### src/rtl/ps2_host_tx.sv
// PS/2 host-to-device command transmitter: request-to-send, bit shifting on device clock, ACK check.
// Optional build macro PS2_TX_RETRY_EN: one automatic retransmission before reporting an error.
module ps2_host_tx #(
  parameter int INHIBIT_CYCLES    = 5000,
  parameter int START_HOLD_CYCLES = 50,
  parameter int TIMEOUT_CYCLES    = 750000
) (
  input  logic       clock,
  input  logic       resetn,
  input  logic       send,
  input  logic [7:0] tx_data,
  input  logic       ps2_clk_in,
  input  logic       ps2_data_in,
  output logic       ps2_clk_oe,
  output logic       ps2_data_oe,
  output logic       busy,
  output logic       done,
  output logic       error
);

  // state      | meaning
  // IDLE       | lines released, waiting for send
  // INHIBIT    | clock held low to claim the bus
  // START      | clock and data held low (start bit)
  // SHIFT      | clock released, data/parity/stop driven on device falling edges
  // ACK        | sample device ACK level
  // WAIT_IDLE  | wait for clock and data both high, then report
  // RETRY_WAIT | lines released before a retransmission
  typedef enum logic [2:0] {
    IDLE, INHIBIT, START, SHIFT, ACK, WAIT_IDLE, RETRY_WAIT
  } state_t;

  localparam int PHASE_MAX = (INHIBIT_CYCLES > START_HOLD_CYCLES) ? INHIBIT_CYCLES : START_HOLD_CYCLES;
  localparam int PW = $clog2(PHASE_MAX + 1);
  localparam int TW = $clog2(TIMEOUT_CYCLES + 1);
  localparam logic [PW-1:0] INH_LOAD  = PW'(INHIBIT_CYCLES - 1);
  localparam logic [PW-1:0] HOLD_LOAD = PW'(START_HOLD_CYCLES - 1);
  localparam logic [TW-1:0] TMO_LAST  = TW'(TIMEOUT_CYCLES - 1);

  state_t        state, state_nxt;
  logic          clk_s1, clk_s2, clk_prev, data_s1, data_s2;
  logic          clk_fall;
  logic [7:0]    byte_q, byte_nxt;
  logic [9:0]    shreg, shreg_nxt;
  logic [3:0]    bit_cnt, bit_nxt;
  logic [PW-1:0] cnt, cnt_nxt;
  logic [TW-1:0] tmo, tmo_nxt;
  logic          nack, nack_nxt;
  logic          clk_oe_nxt, data_oe_nxt, busy_nxt, done_nxt, error_nxt;
  logic          fail, tmo_run;
`ifdef PS2_TX_RETRY_EN
  logic          retried, retried_nxt;
`endif

  always_ff @(posedge clock or negedge resetn) begin
    if (!resetn) begin
      clk_s1   <= 1'b1;
      clk_s2   <= 1'b1;
      clk_prev <= 1'b1;
      data_s1  <= 1'b1;
      data_s2  <= 1'b1;
    end else begin
      clk_s1   <= ps2_clk_in;
      clk_s2   <= clk_s1;
      clk_prev <= clk_s2;
      data_s1  <= ps2_data_in;
      data_s2  <= data_s1;
    end
  end

  assign clk_fall = clk_prev & ~clk_s2;

  always_ff @(posedge clock or negedge resetn) begin
    if (!resetn) begin
      state       <= IDLE;
      ps2_clk_oe  <= 1'b0;
      ps2_data_oe <= 1'b0;
      busy        <= 1'b0;
      done        <= 1'b0;
      error       <= 1'b0;
      byte_q      <= '0;
      shreg       <= '1;
      bit_cnt     <= '0;
      cnt         <= '0;
      tmo         <= '0;
      nack        <= 1'b0;
`ifdef PS2_TX_RETRY_EN
      retried     <= 1'b0;
`endif
    end else begin
      state       <= state_nxt;
      ps2_clk_oe  <= clk_oe_nxt;
      ps2_data_oe <= data_oe_nxt;
      busy        <= busy_nxt;
      done        <= done_nxt;
      error       <= error_nxt;
      byte_q      <= byte_nxt;
      shreg       <= shreg_nxt;
      bit_cnt     <= bit_nxt;
      cnt         <= cnt_nxt;
      tmo         <= tmo_nxt;
      nack        <= nack_nxt;
`ifdef PS2_TX_RETRY_EN
      retried     <= retried_nxt;
`endif
    end
  end

  always_comb begin
    state_nxt   = state;
    clk_oe_nxt  = ps2_clk_oe;
    data_oe_nxt = ps2_data_oe;
    busy_nxt    = busy;
    done_nxt    = 1'b0;
    error_nxt   = 1'b0;
    byte_nxt    = byte_q;
    shreg_nxt   = shreg;
    bit_nxt     = bit_cnt;
    cnt_nxt     = cnt;
    tmo_nxt     = tmo;
    nack_nxt    = nack;
    fail        = 1'b0;
    tmo_run     = (state == SHIFT) || (state == ACK) || (state == WAIT_IDLE);
`ifdef PS2_TX_RETRY_EN
    retried_nxt = retried;
`endif

    case (state)
      IDLE: begin
        clk_oe_nxt  = 1'b0;
        data_oe_nxt = 1'b0;
        if (send) begin
          byte_nxt   = tx_data;
          clk_oe_nxt = 1'b1;
          busy_nxt   = 1'b1;
          cnt_nxt    = INH_LOAD;
          state_nxt  = INHIBIT;
`ifdef PS2_TX_RETRY_EN
          retried_nxt = 1'b0;
`endif
        end
      end
      INHIBIT: begin
        if (cnt == '0) begin
          data_oe_nxt = 1'b1;
          cnt_nxt     = HOLD_LOAD;
          state_nxt   = START;
        end else begin
          cnt_nxt = cnt - 1'b1;
        end
      end
      START: begin
        if (cnt == '0) begin
          clk_oe_nxt = 1'b0;
          shreg_nxt  = {1'b1, ~^byte_q, byte_q};
          bit_nxt    = '0;
          tmo_nxt    = '0;
          state_nxt  = SHIFT;
        end else begin
          cnt_nxt = cnt - 1'b1;
        end
      end
      SHIFT: begin
        tmo_nxt = tmo + TW'(1);
        if (clk_fall) begin
          if (bit_cnt == 4'd10) begin
            state_nxt = ACK;
          end else begin
            // LSB leaves first; ones refill so the line idles released
            data_oe_nxt = ~shreg[0];
            shreg_nxt   = {1'b1, shreg[9:1]};
            bit_nxt     = bit_cnt + 4'd1;
          end
        end
      end
      ACK: begin
        tmo_nxt   = tmo + TW'(1);
        nack_nxt  = data_s2;
        state_nxt = WAIT_IDLE;
      end
      WAIT_IDLE: begin
        tmo_nxt = tmo + TW'(1);
        if (clk_s2 && data_s2) begin
          if (nack) begin
            fail = 1'b1;
          end else begin
            done_nxt  = 1'b1;
            busy_nxt  = 1'b0;
            state_nxt = IDLE;
          end
        end
      end
      RETRY_WAIT: begin
        if (cnt == '0) begin
          clk_oe_nxt = 1'b1;
          cnt_nxt    = INH_LOAD;
          state_nxt  = INHIBIT;
        end else begin
          cnt_nxt = cnt - 1'b1;
        end
      end
      default: state_nxt = IDLE;
    endcase

    // timeout outranks any falling edge seen in the same cycle
    if (tmo_run && (tmo == TMO_LAST)) fail = 1'b1;

    if (fail) begin
      clk_oe_nxt  = 1'b0;
      data_oe_nxt = 1'b0;
      done_nxt    = 1'b0;
      tmo_nxt     = '0;
      bit_nxt     = '0;
      shreg_nxt   = '1;
`ifdef PS2_TX_RETRY_EN
      if (!retried) begin
        retried_nxt = 1'b1;
        cnt_nxt     = INH_LOAD;
        state_nxt   = RETRY_WAIT;
      end else begin
        error_nxt = 1'b1;
        busy_nxt  = 1'b0;
        state_nxt = IDLE;
      end
`else
      error_nxt = 1'b1;
      busy_nxt  = 1'b0;
      state_nxt = IDLE;
`endif
    end
  end

endmodule

### config.mk
export PLATFORM = sky130hd
export DESIGN_NAME = ps2_host_tx
export DESIGN_NICKNAME = d
export VERILOG_FILES = /design/src/rtl/ps2_host_tx.sv
export SDC_FILE = /design/constraint.sdc
export NUM_CORES = 1
export LEC_CHECK = 0
export ABC_AREA = 1
export BUFFER_PORTS_ARGS = -buffer_cell sky130_fd_sc_hd__buf_4
export CAP_MARGIN = 20
export CELL_PAD_IN_SITES_DETAIL_PLACEMENT = 1
export CELL_PAD_IN_SITES_GLOBAL_PLACEMENT = 2
export CORE_UTILIZATION = 39
export DETAILED_ROUTE_END_ITERATION = 12
export MAX_ROUTING_LAYER = met4
export PLACE_DENSITY_LB_ADDON = 0.2
export SETUP_SLACK_MARGIN = 0.15
export SLEW_MARGIN = 15
export SYNTH_ARGS = -nofsm -noshare
export SYNTH_HDL_FRONTEND = slang
export SYNTH_SLANG_ARGS = --single-unit
### constraint.sdc
create_clock -name clock -period 5.3 [get_ports clock]
set_clock_uncertainty 0.2 [all_clocks]
set_input_delay 0.265 -clock clock [delete_from_list [all_inputs] [get_ports clock]]
set_output_delay 0.265 -clock clock [all_outputs]
set_load 0.02 [all_outputs]
==> metrics.md, run 1 <==
| Metric | Value |
|---|---|
| Area contributors post-synth | dfrtp_1 (34%), nand2_1 (14%), dfstp_2 (9.2%), inv_1 (6.0%), nor2_1 (5.0%) |
| Fillers | approximately 1200 |
| Top delay family on crit path | simple AND/OR/NAND/NOR gates |
| Buf+Inv Stages, Crit Path | 3 |
| Cells after DPL | 671 |
| Area Growth Syn to Fin | 14.06% |
| Synth Warn # | 0 |
| Number of cells on the critical path | 9 |
| First-pass iteration count of the detailed router | 4 |
| CP required | between 5 and 6 ns |
| Reg2reg path depth | 9 |
| Total setup buffers inserted after CTS | 0 |
| Nets | slightly below 600 |
| Critical-path top delay cell | nand2_1 |
| Outcome | finished, final reports clean |
| DRC violations left | 0 |
| GRT Util Overall | 23.23% |
| Gate count after technology mapping | 534 |
| H-tree levels | 3 |
| Unrepaired setup endpoints after global routing | no |
| Pins Over Slew Limit | 0 |
| Gr ovfl total | 0 |
| Max_cap viols | 0 |
| Post-synth EDFFs | 0 |
| Met3 wire len | 285 um |
| DRT Wirelength | about 11000 um |
| Ys async rst share | 100.0% |
| Area occupied by registers | around 1700 um2 |
| Hold path depth | 3 |
| Netlist cell types | 38 |
| Post-route setup TNS | 0 ns |
| Via density | between 5 and 6 |
| Clk slew on worst S/H paths | 0.08 ns |
| Hold_buf cts | 11 |
| Worst slew pin tran | 0.8975 ns |
| Routed len/inst | 15.31 um |
| CP Capture Type | register |
| Final hold vios | 0 |
| Power Density | approximately 480 nW/um2 |
| Crit path DAT | between 2 and 3 ns |
| Worst-path cell chain | inv_2 > nand3_2 > nand3_2 > inv_1 > nand2_1 > inv_1 > o21ai_0 > o21ai_0 > a21oi_1 |
| Chip height | between 100 and 150 um |
| Clk buf depth | 2 |
| Fmax achieved | approximately 350 MHz |
| Antenna viol nets, final | 0 |
| IO buf count | 17 |
| Largest net degree at the start of global routing | 69 |
| Crit-path max FO | 20 |
| WL met2 | roughly 5300 um |
| Max stage delay on crit path | between 0.5 and 0.6 ns |
| Die area | 10660 um2 |
| Commonest non-fill, non-tap cell in the layout | nand2_1 |
| Total Power | between 2 and 2.5 mW |
| Syn_area_per_cell | roughly 7.5 um2 |
| Number of global-route vias before repair | between 3000 and 4000 |
| Tightest Hold Check Type | input port to register |
| Initial antenna violation count | 0 |
| HPWL after detailed placement | ~7500 um |
| Min cycle time layout | 2.859 ns |
| Core ar. | just under 10000 um2 |
| Initial Util | approximately two fifths |
| Area of the multi-input gates | between 1500 and 2000 um2 |
| DRT iter0 DRCs | just under 90 |
| Metal1 wirelength | about 5000 um |
| Cts bufs inserted | 9 |
| Max-slew headroom | between 40% and 50% |
| Synth Net Count | 552 |
| Share of layout cells above drive strength 1 | 12.04% |
| DR top layer | met4 |
| Non-Filler Instances | about 700 |
| Leakage Power | 2.238 nW |
| CP startpoint kind | register |
| CTS tree | built |
| WS Path Type | register to register |
| Synthesis-stage register bit count | about 70 |
| Rows | 36 |
| First-pass GRT wire length | about 18000 um |
| # diodes | 0 |
| # IOs | 18 |
| Routability cong. | between 0.7 and 0.8 |
| Die X | 103.2 um |
| # clock sinks | 68 |
| Final setup viols | 0 |
| Synth Flop Type | dfrtp_1 |
| Post-synth top area share | about a third |
| Sequential fraction of the synthesis area | between 40% and 50% |
| Commonest non-fill, non-tap cells in the layout | nand2_1 (150), inv_1 (64), dfrtp_1 (54) |
| Cts repair resizes | 0 |
| Area leader, netlist | dfrtp_1 |
| Vias post-DR | around 3600 |
| VDD IR-drop max | 0.0002601 V |
| Skew-Pair Late Insertion Delay | approximately 0.35 ns |
| Clock root buffer | clkbuf_8 |
| Fin crit share | 53.95% |
| Synthesized cell area | 3996 um2 |
[path summary, 6_finish.rpt]
kind,slack (ns),end,from
worst min-delay path,0.07,ps2_clk_oe,send
worst min register to register,0.16,data_s2,data_s1
min in group asynchronous,0.40,tmo[9],resetn
worst max register to register,2.44,tmo[7],state[2]
max in group asynchronous,3.93,byte_q[4],resetn
worst max-delay path,2.44,tmo[7],state[2]
[synthesized netlist by cell type, types with 2 or more instances]
cell type	number
a21boi_0	3
a21oi_1	17
a22oi_1	2
and3_1	3
buf_2	5
buf_6	3
clkbuf_1	4
dfrtp_1	54
dfstp_2	14
ha_1	5
inv_1	64
mux2_2	4
nand2_1	150
nand2_2	2
nand3_1	39
nand3_2	6
nand4_1	24
nor2_1	53
nor3_1	8
nor4_1	2
o21a_1	2
o21ai_0	28
o21ai_1	8
o21bai_1	3
or2_2	3
xnor2_1	3
xor2_1	14
[worst register-to-register path: stages, from the launching register on]
cell and delay [ns]:
dfrtp_1 0.47, inv_2 0.12, nand3_2 0.27, nand3_2 0.28, inv_1 0.10, nand2_1 0.54, inv_1 0.35, o21ai_0 0.23
o21ai_0 0.11, a21oi_1 0.12
[where the power goes]
| group | total (mW) | internal, mW | switching, mW |
|---|---|---|---|
| sequential | 0.783 | 0.668 | 0.115 |
| combinational | 0.908 | 0.293 | 0.615 |
| clock | 0.514 | 0.302 | 0.211 |
[cells by family (layout without fill, tap and decap cells)]
family	after synthesis	count (layout)	share of synthesized area (%)
multiplexers	4	4	1.127
AO/OA/AOI/OAI	67	67	9.392
XOR/XNOR	17	17	3.726
flip-flops	68	68	43.02
adder cells (fa/ha/maj)	5	5	1.565
buffers and inverters	78	109	8.046
AND/OR/NAND/NOR	295	295	33.12
[area by class of cell]
cell class	instances	area share (%)
clock buffers	12	3.623
flip-flops and latches	68	37.72
inverters	65	5.353
multi-input cells	388	42.90
clock inverters	4	1.537
repair buffers	28	5.215
well taps	133	3.651
[layer usage]
| metal | track usage, % | vias to the layer above |
|---|---|---|
| met3 | 4.503 | 9 |
| met1 | 28.05 | 1737 |
| li1 | - | 1787 |
| met2 | 39.64 | 41 |
| met4 | 6.501 | 0 |
| met5 | - | - |
[flip-flops by register name (all words and copies together), names as in the netlist, 3 cells and up]
register  flops
shreg         9
byte_q        8
tmo          20
bit_cnt       4
cnt          13
state         3
[stage by stage]
step | worst slack (ns) | hold WS, ns | util [%] | instance area, um2
floorplan | 3.354 | -0.2306 | - | 3996
global placement | 2.561 | 0.1462 | 42.71 | 4213
detailed placement | 2.452 | 0.1510 | 42.71 | 4213
CTS | 2.429 | 0.07089 | 46.21 | 4558
global route | 2.186 | 0.07184 | 46.21 | 4558
finish | 2.441 | 0.07493 | 46.21 | 4558
(Power assumes the default switching activity.)
==> run 2: changes to the inputs <==
--- a/config.mk
+++ b/config.mk
@@ -10,7 +10,7 @@
 export CAP_MARGIN = 20
 export CELL_PAD_IN_SITES_DETAIL_PLACEMENT = 1
 export CELL_PAD_IN_SITES_GLOBAL_PLACEMENT = 2
-export CORE_UTILIZATION = 39
+export CORE_UTILIZATION = 33
 export DETAILED_ROUTE_END_ITERATION = 12
 export MAX_ROUTING_LAYER = met4
 export PLACE_DENSITY_LB_ADDON = 0.2
==> constraint.sdc (replaced) <==
create_clock -name clock -period 2.5 [get_ports clock]
set_clock_uncertainty 0.2 [all_clocks]
set_input_delay 0.125 -clock clock [delete_from_list [all_inputs] [get_ports clock]]
set_output_delay 0.125 -clock clock [all_outputs]
set_load 0.02 [all_outputs]
==> metrics.md, run 2 (synthesis gave the netlist of run 1 again) <==
| Metric | Value |
|---|---|
| Cts bufs inserted | 9 |
| # diodes | 0 |
| Core ar. | between 10000 and 15000 um2 |
| Area Growth Syn to Fin | 20.26% |
| Power Density | about 1100 nW/um2 |
| Top Registers | tmo (20), cnt (13), shreg (9) |
| DRT iter0 DRCs | 124 |
| Nets | between 500 and 600 |
| # IOs | 18 |
| Critical-path top delay cell | dfrtp_1 |
| Max stage delay on crit path | around 0.41 ns |
| Rows | 39 |
| Worst-path cell chain | inv_1 > nand3_1 > nand3_4 > nand2_2 > nor2_4 > nor2_8 > buf_4 > o21ai_1 > nand2_1 > nand2_1 > o21ai_1 |
| Max_cap viols | 0 |
| Initial Util | 34.41% |
| Crit path DAT | 2.21 ns |
| CP required | 2.52 ns |
| Outcome | finished, final reports clean |
| Crit-path max FO | 13 |
| Gr ovfl total | 0 |
| Leakage Power | around 2.3 nW |
| Max-slew headroom | around 40% |
| GRT Util Overall | roughly a fifth |
| Clk buf depth | 2 |
| Share of layout cells above drive strength 1 | around 15% |
| Worst slew pin tran | 0.9135 ns |
| Post-route setup TNS | 0 ns |
| Total Power | approximately 5.1 mW |
| Routed len/inst | roughly 15 um |
| Cells after DPL | 693 |
| Number of global-route vias before repair | around 3800 |
| # clock sinks | 68 |
| Die X | about 110 um |
| CP Capture Type | register |
| Fin Hold WS | between 0.15 and 0.2 ns |
| Setup ws final | 0.3101 ns |
| Placement Setup Slack | between 0.04 and 0.05 ns |
| Commonest non-fill, non-tap cells in the layout | nand2_1 (148), inv_1 (63), dfrtp_1 (53) |
| WS Path Type | register to register |
| Fillers | 1460 |
| Routability cong. | between 0.7 and 0.8 |
| DRC violations left | 0 |
| DRT Wirelength | 10960 um |
| Biggest register | tmo |
| Pins Over Slew Limit | 0 |
| Tightest Hold Check Type | register to register |
| Die area | roughly 13000 um2 |
| CP startpoint kind | register |
| Chip height | 112.0 um |
| Skew-Pair Late Insertion Delay | 0.34 ns |
| Number of flip-flops in the largest register | 20 |
| HPWL after detailed placement | between 7000 and 8000 um |
| Clk slew on worst S/H paths | about 0.05 ns |
| First-pass GRT wire length | between 15000 and 20000 um |
| Final hold vios | 0 |
| CTS tree | built |
| Via density | 5.011 |
| Antenna viol nets, final | 0 |
| Largest net degree at the start of global routing | slightly below 70 |
| H-tree levels | 3 |
| Commonest non-fill, non-tap cell in the layout | nand2_1 |
| Vias post-DR | 3628 |
| Clock root buffer | clkbuf_16 |
| Min cycle time layout | around 2.2 ns |
| Fmax achieved | around 460 MHz |
| R2R setup slack | roughly 0.31 ns |
| Fin crit share | between 80% and 90% |
| Initial antenna violation count | 0 |
| VDD IR-drop max | ~0.00057 V |
| IO buf count | 17 |
| Non-Filler Instances | just over 700 |
| Unrepaired setup endpoints after global routing | yes |
| First-pass iteration count of the detailed router | 4 |
| Final setup viols | 0 |
[run 2: where the power goes]
group          internal (mW)  total, mW  switching (mW)
Clock                  0.870       1.35           0.480
Sequential              1.42       1.65           0.224
Combinational          0.755       2.11            1.36
Total                   3.05       5.11            2.06
[run 2: per-stage QoR]
stage | utilization [%] | cell area (um2)
finish | 41.38 | 4806
global route | 41.38 | 4806
CTS | 40.95 | 4756
detailed placement | 37.16 | 4315
global placement | 37.16 | 4315
floorplan | - | 3996
[run 2: worst paths after layout]
kind | cells past startpoint | end | startpoint
max | 11 | ps2_data_oe | state[1]
min | 0 | clk_s2 | clk_s1
max reg2reg | 11 | ps2_data_oe | state[1]
min reg2reg | 0 | clk_s2 | clk_s1
max in group asynchronous | 2 | tmo[0] | resetn
min in group asynchronous | 2 | tmo[16] | resetn
[run 2: layout make-up]
cell class	count	area, um2	share of cell area [%]
multi-input cells	388	1988	41.37
flip-flops and latches	68	1720	35.80
repair buffers	44	360.3	7.498
inverters	65	247.7	5.155
clock buffers	11	232.7	4.842
well taps	143	178.9	3.723
clock inverters	5	77.57	1.614
[run 2: worst max-delay path: cells and delay by family (launching register included)]
family	cells	cell delay, ns
AO/OA/AOI/OAI	2	0.18
buffers and inverters	2	0.37
flip-flops	1	0.41
AND/OR/NAND/NOR	7	0.92
[run 2: what timing repair did]
| action | 4_1_cts | 5_1_grt |
|---|---|---|
| pin swaps | 0 | 1 |
| hold buffers | 12 | 0 |
| setup buffers | 0 | 3 |
| cloned | 0 | 0 |
| hold endpoints to repair | 65 | 0 |
| endpoints found under the setup margin | 18 | 29 |
| gates resized for setup | 2 | 9 |
[run 2: routing by layer]
metal	vias up	wire (um)	global-route usage (%)
met3	12	241	4.806
met5	-	0	-
met2	32	5220	32.46
met4	0	144	5.867
li1	1818	-	-
met1	1766	5357	23.83
==> run 3: changes to the inputs <==
--- a/config.mk
+++ b/config.mk
@@ -13,7 +13,7 @@
 export CORE_UTILIZATION = 33
 export DETAILED_ROUTE_END_ITERATION = 12
 export MAX_ROUTING_LAYER = met4
-export PLACE_DENSITY_LB_ADDON = 0.2
+export PLACE_DENSITY_LB_ADDON = 0.08
 export SETUP_SLACK_MARGIN = 0.15
 export SLEW_MARGIN = 15
 export SYNTH_ARGS = -nofsm -noshare
==> metrics.md, run 3 (synthesis gave the netlist of run 1 again) <==
| Metric | Value |
|---|---|
| Crit path DAT | approximately 2.2 ns |
| # diodes | 0 |
| Post-route cell area | ~4800 um2 |
| Commonest non-fill, non-tap cell in the layout | nand2_1 |
| Skew-Pair Late Insertion Delay | between 0.3 and 0.4 ns |
| Cts bufs inserted | 9 |
| Via density | roughly 5.0 |
| Routed len/inst | 15.49 um |
| CP required | between 2 and 3 ns |
| DRC violations left | 0 |
| Rows | 39 |
| # IOs | 18 |
| Routability cong. | around 0.82 |
| Number of flip-flops in the largest register | 20 |
| Share of layout cells above drive strength 1 | between 10% and 20% |
| Core ar. | ~12000 um2 |
| Post-route setup TNS | 0 ns |
| Die X | between 100 and 150 um |
| Share of power burned in registers | between 30% and 40% |
| Fillers | about 1400 |
| Area Growth Syn to Fin | 19.13% |
| Setup ws final | between 0.2 and 0.3 ns |
| CP Capture Type | register |
| Max-slew headroom | about two fifths |
| Critical-path top delay cell | dfrtp_2 |
| Non-Filler Instances | 721 |
| CP startpoint kind | register |
| Nets | roughly 600 |
| Comb pwr share | approximately two fifths |
| Cells after DPL | roughly 690 |
| First-pass GRT wire length | approximately 19000 um |
| GRT Util Overall | 20.49% |
| Worst-path cell chain | ha_1 > nand2_1 > nor2_2 > nand3_1 > inv_1 > nand2_1 > nand2_1 > nor2_1 > nor2_1 > a21oi_1 |
| Int Pwr | ~3 mW |
| Die area | 12550 um2 |
| # clock sinks | 68 |
| Initial Util | roughly a third |
| Reg2reg path depth | 10 |
| Fmax achieved | approximately 450 MHz |
| Fin Hold WS | between 0.15 and 0.2 ns |
| Crit-path max FO | 9 |
| Clock network power share | 26.0% |
| Power Density | between 1000 and 1500 nW/um2 |
| Total setup buffers inserted after CTS | 0 |
| IO buf count | 17 |
| Dpl cell area | 4315 um2 |
| Hold path depth | 0 |
| Sw Share | 41.09% |
| VDD IR-drop max | 0.0004926 V |
| Pins Over Slew Limit | 0 |
| Gr ovfl total | 0 |
| Most frequent CP cell | nand2_1 |
| Max stage delay on crit path | about 0.42 ns |
| Final setup viols | 0 |
| HPWL after detailed placement | around 8000 um |
| P_sw | 2.077 mW |
| Min cycle time layout | between 2 and 2.5 ns |
| Placement Setup Slack | between 0.2 and 0.25 ns |
| Chip height | around 110 um |
| WS Path Type | register to register |
| Leakage Power | 2.326 nW |
| Clk buf depth | 2 |
| DRT iter0 DRCs | about 120 |
| Final hold vios | 0 |
| Biggest register | tmo |
| Largest net degree at the start of global routing | 69 |
| Outcome | finished, final reports clean |
| Top delay family on crit path | simple AND/OR/NAND/NOR gates |
| Top Registers | tmo (20), cnt (13), shreg (9) |
| H-tree levels | 3 |
| Number of global-route vias before repair | between 3000 and 4000 |
| CTS tree | built |
| Clk slew on worst S/H paths | about 0.060 ns |
| Total Power | about 5.1 mW |
| Fin crit share | between 80 and 90% |
| Buf+Inv Stages, Crit Path | 1 |
| Number of cells on the critical path | 10 |
| Initial antenna violation count | 0 |
| Worst slew pin tran | ~0.90 ns |
| Tightest Hold Check Type | register to register |
| Layout Utilization | approximately 41% |
| Clock root buffer | clkbuf_16 |
| DRT Wirelength | between 10000 and 15000 um |
| Max_cap viols | 0 |
| First-pass iteration count of the detailed router | 4 |
| Vias post-DR | 3599 |
| Unrepaired setup endpoints after global routing | no |
| Antenna viol nets, final | 0 |
| Commonest non-fill, non-tap cells in the layout | nand2_1 (150), inv_1 (64), dfrtp_1 (53) |
run 3: final cells by class:
| cell class | count | area (um2) | area share (%) |
|---|---|---|---|
| inverter | 65 | 244.0 | 5.125 |
| clock buffer | 12 | 256.5 | 5.388 |
| clock inverter | 4 | 47.55 | 0.9987 |
| sequential | 68 | 1720 | 36.14 |
| tap | 143 | 178.9 | 3.758 |
| multi-input combinational | 388 | 1976 | 41.50 |
| timing repair buffer | 41 | 337.8 | 7.096 |
run 3: per-layer routing:
metal | vias to the layer above | GRT usage [%] | wire [um]
li1 | 1810 | - | -
met1 | 1742 | 24.31 | 5292
met2 | 29 | 33.91 | 5370
met3 | 18 | 4.050 | 235
met4 | 0 | 8.889 | 267
met5 | - | - | 0
run 3: final timing paths:
check	from	endpoint	slack [ns]
worst max-delay path	tmo[0]	busy	0.27
worst min-delay path	data_s1	data_s2	0.16
worst max register to register	tmo[0]	busy	0.27
worst min register to register	data_s1	data_s2	0.16
max in group asynchronous	resetn	tmo[0]	1.23
min in group asynchronous	resetn	tmo[16]	0.26
run 3: repair_timing:
item	4_1_cts	5_1_grt
hold buffers	12	0
setup endpoints to repair	0	31
endpoints found under the hold margin	65	0
gates resized for setup	0	7
run 3: power by group through the flow:
stage	Combinational [mW]	Sequential (mW)	Clock [mW]
after floorplan	1.45	1.63	0
after global placement	2.04	1.66	0
after detailed placement	2.08	1.66	0
after CTS	2.11	1.64	1.35
after global routing	2.41	1.68	1.40
final	2.09	1.64	1.32
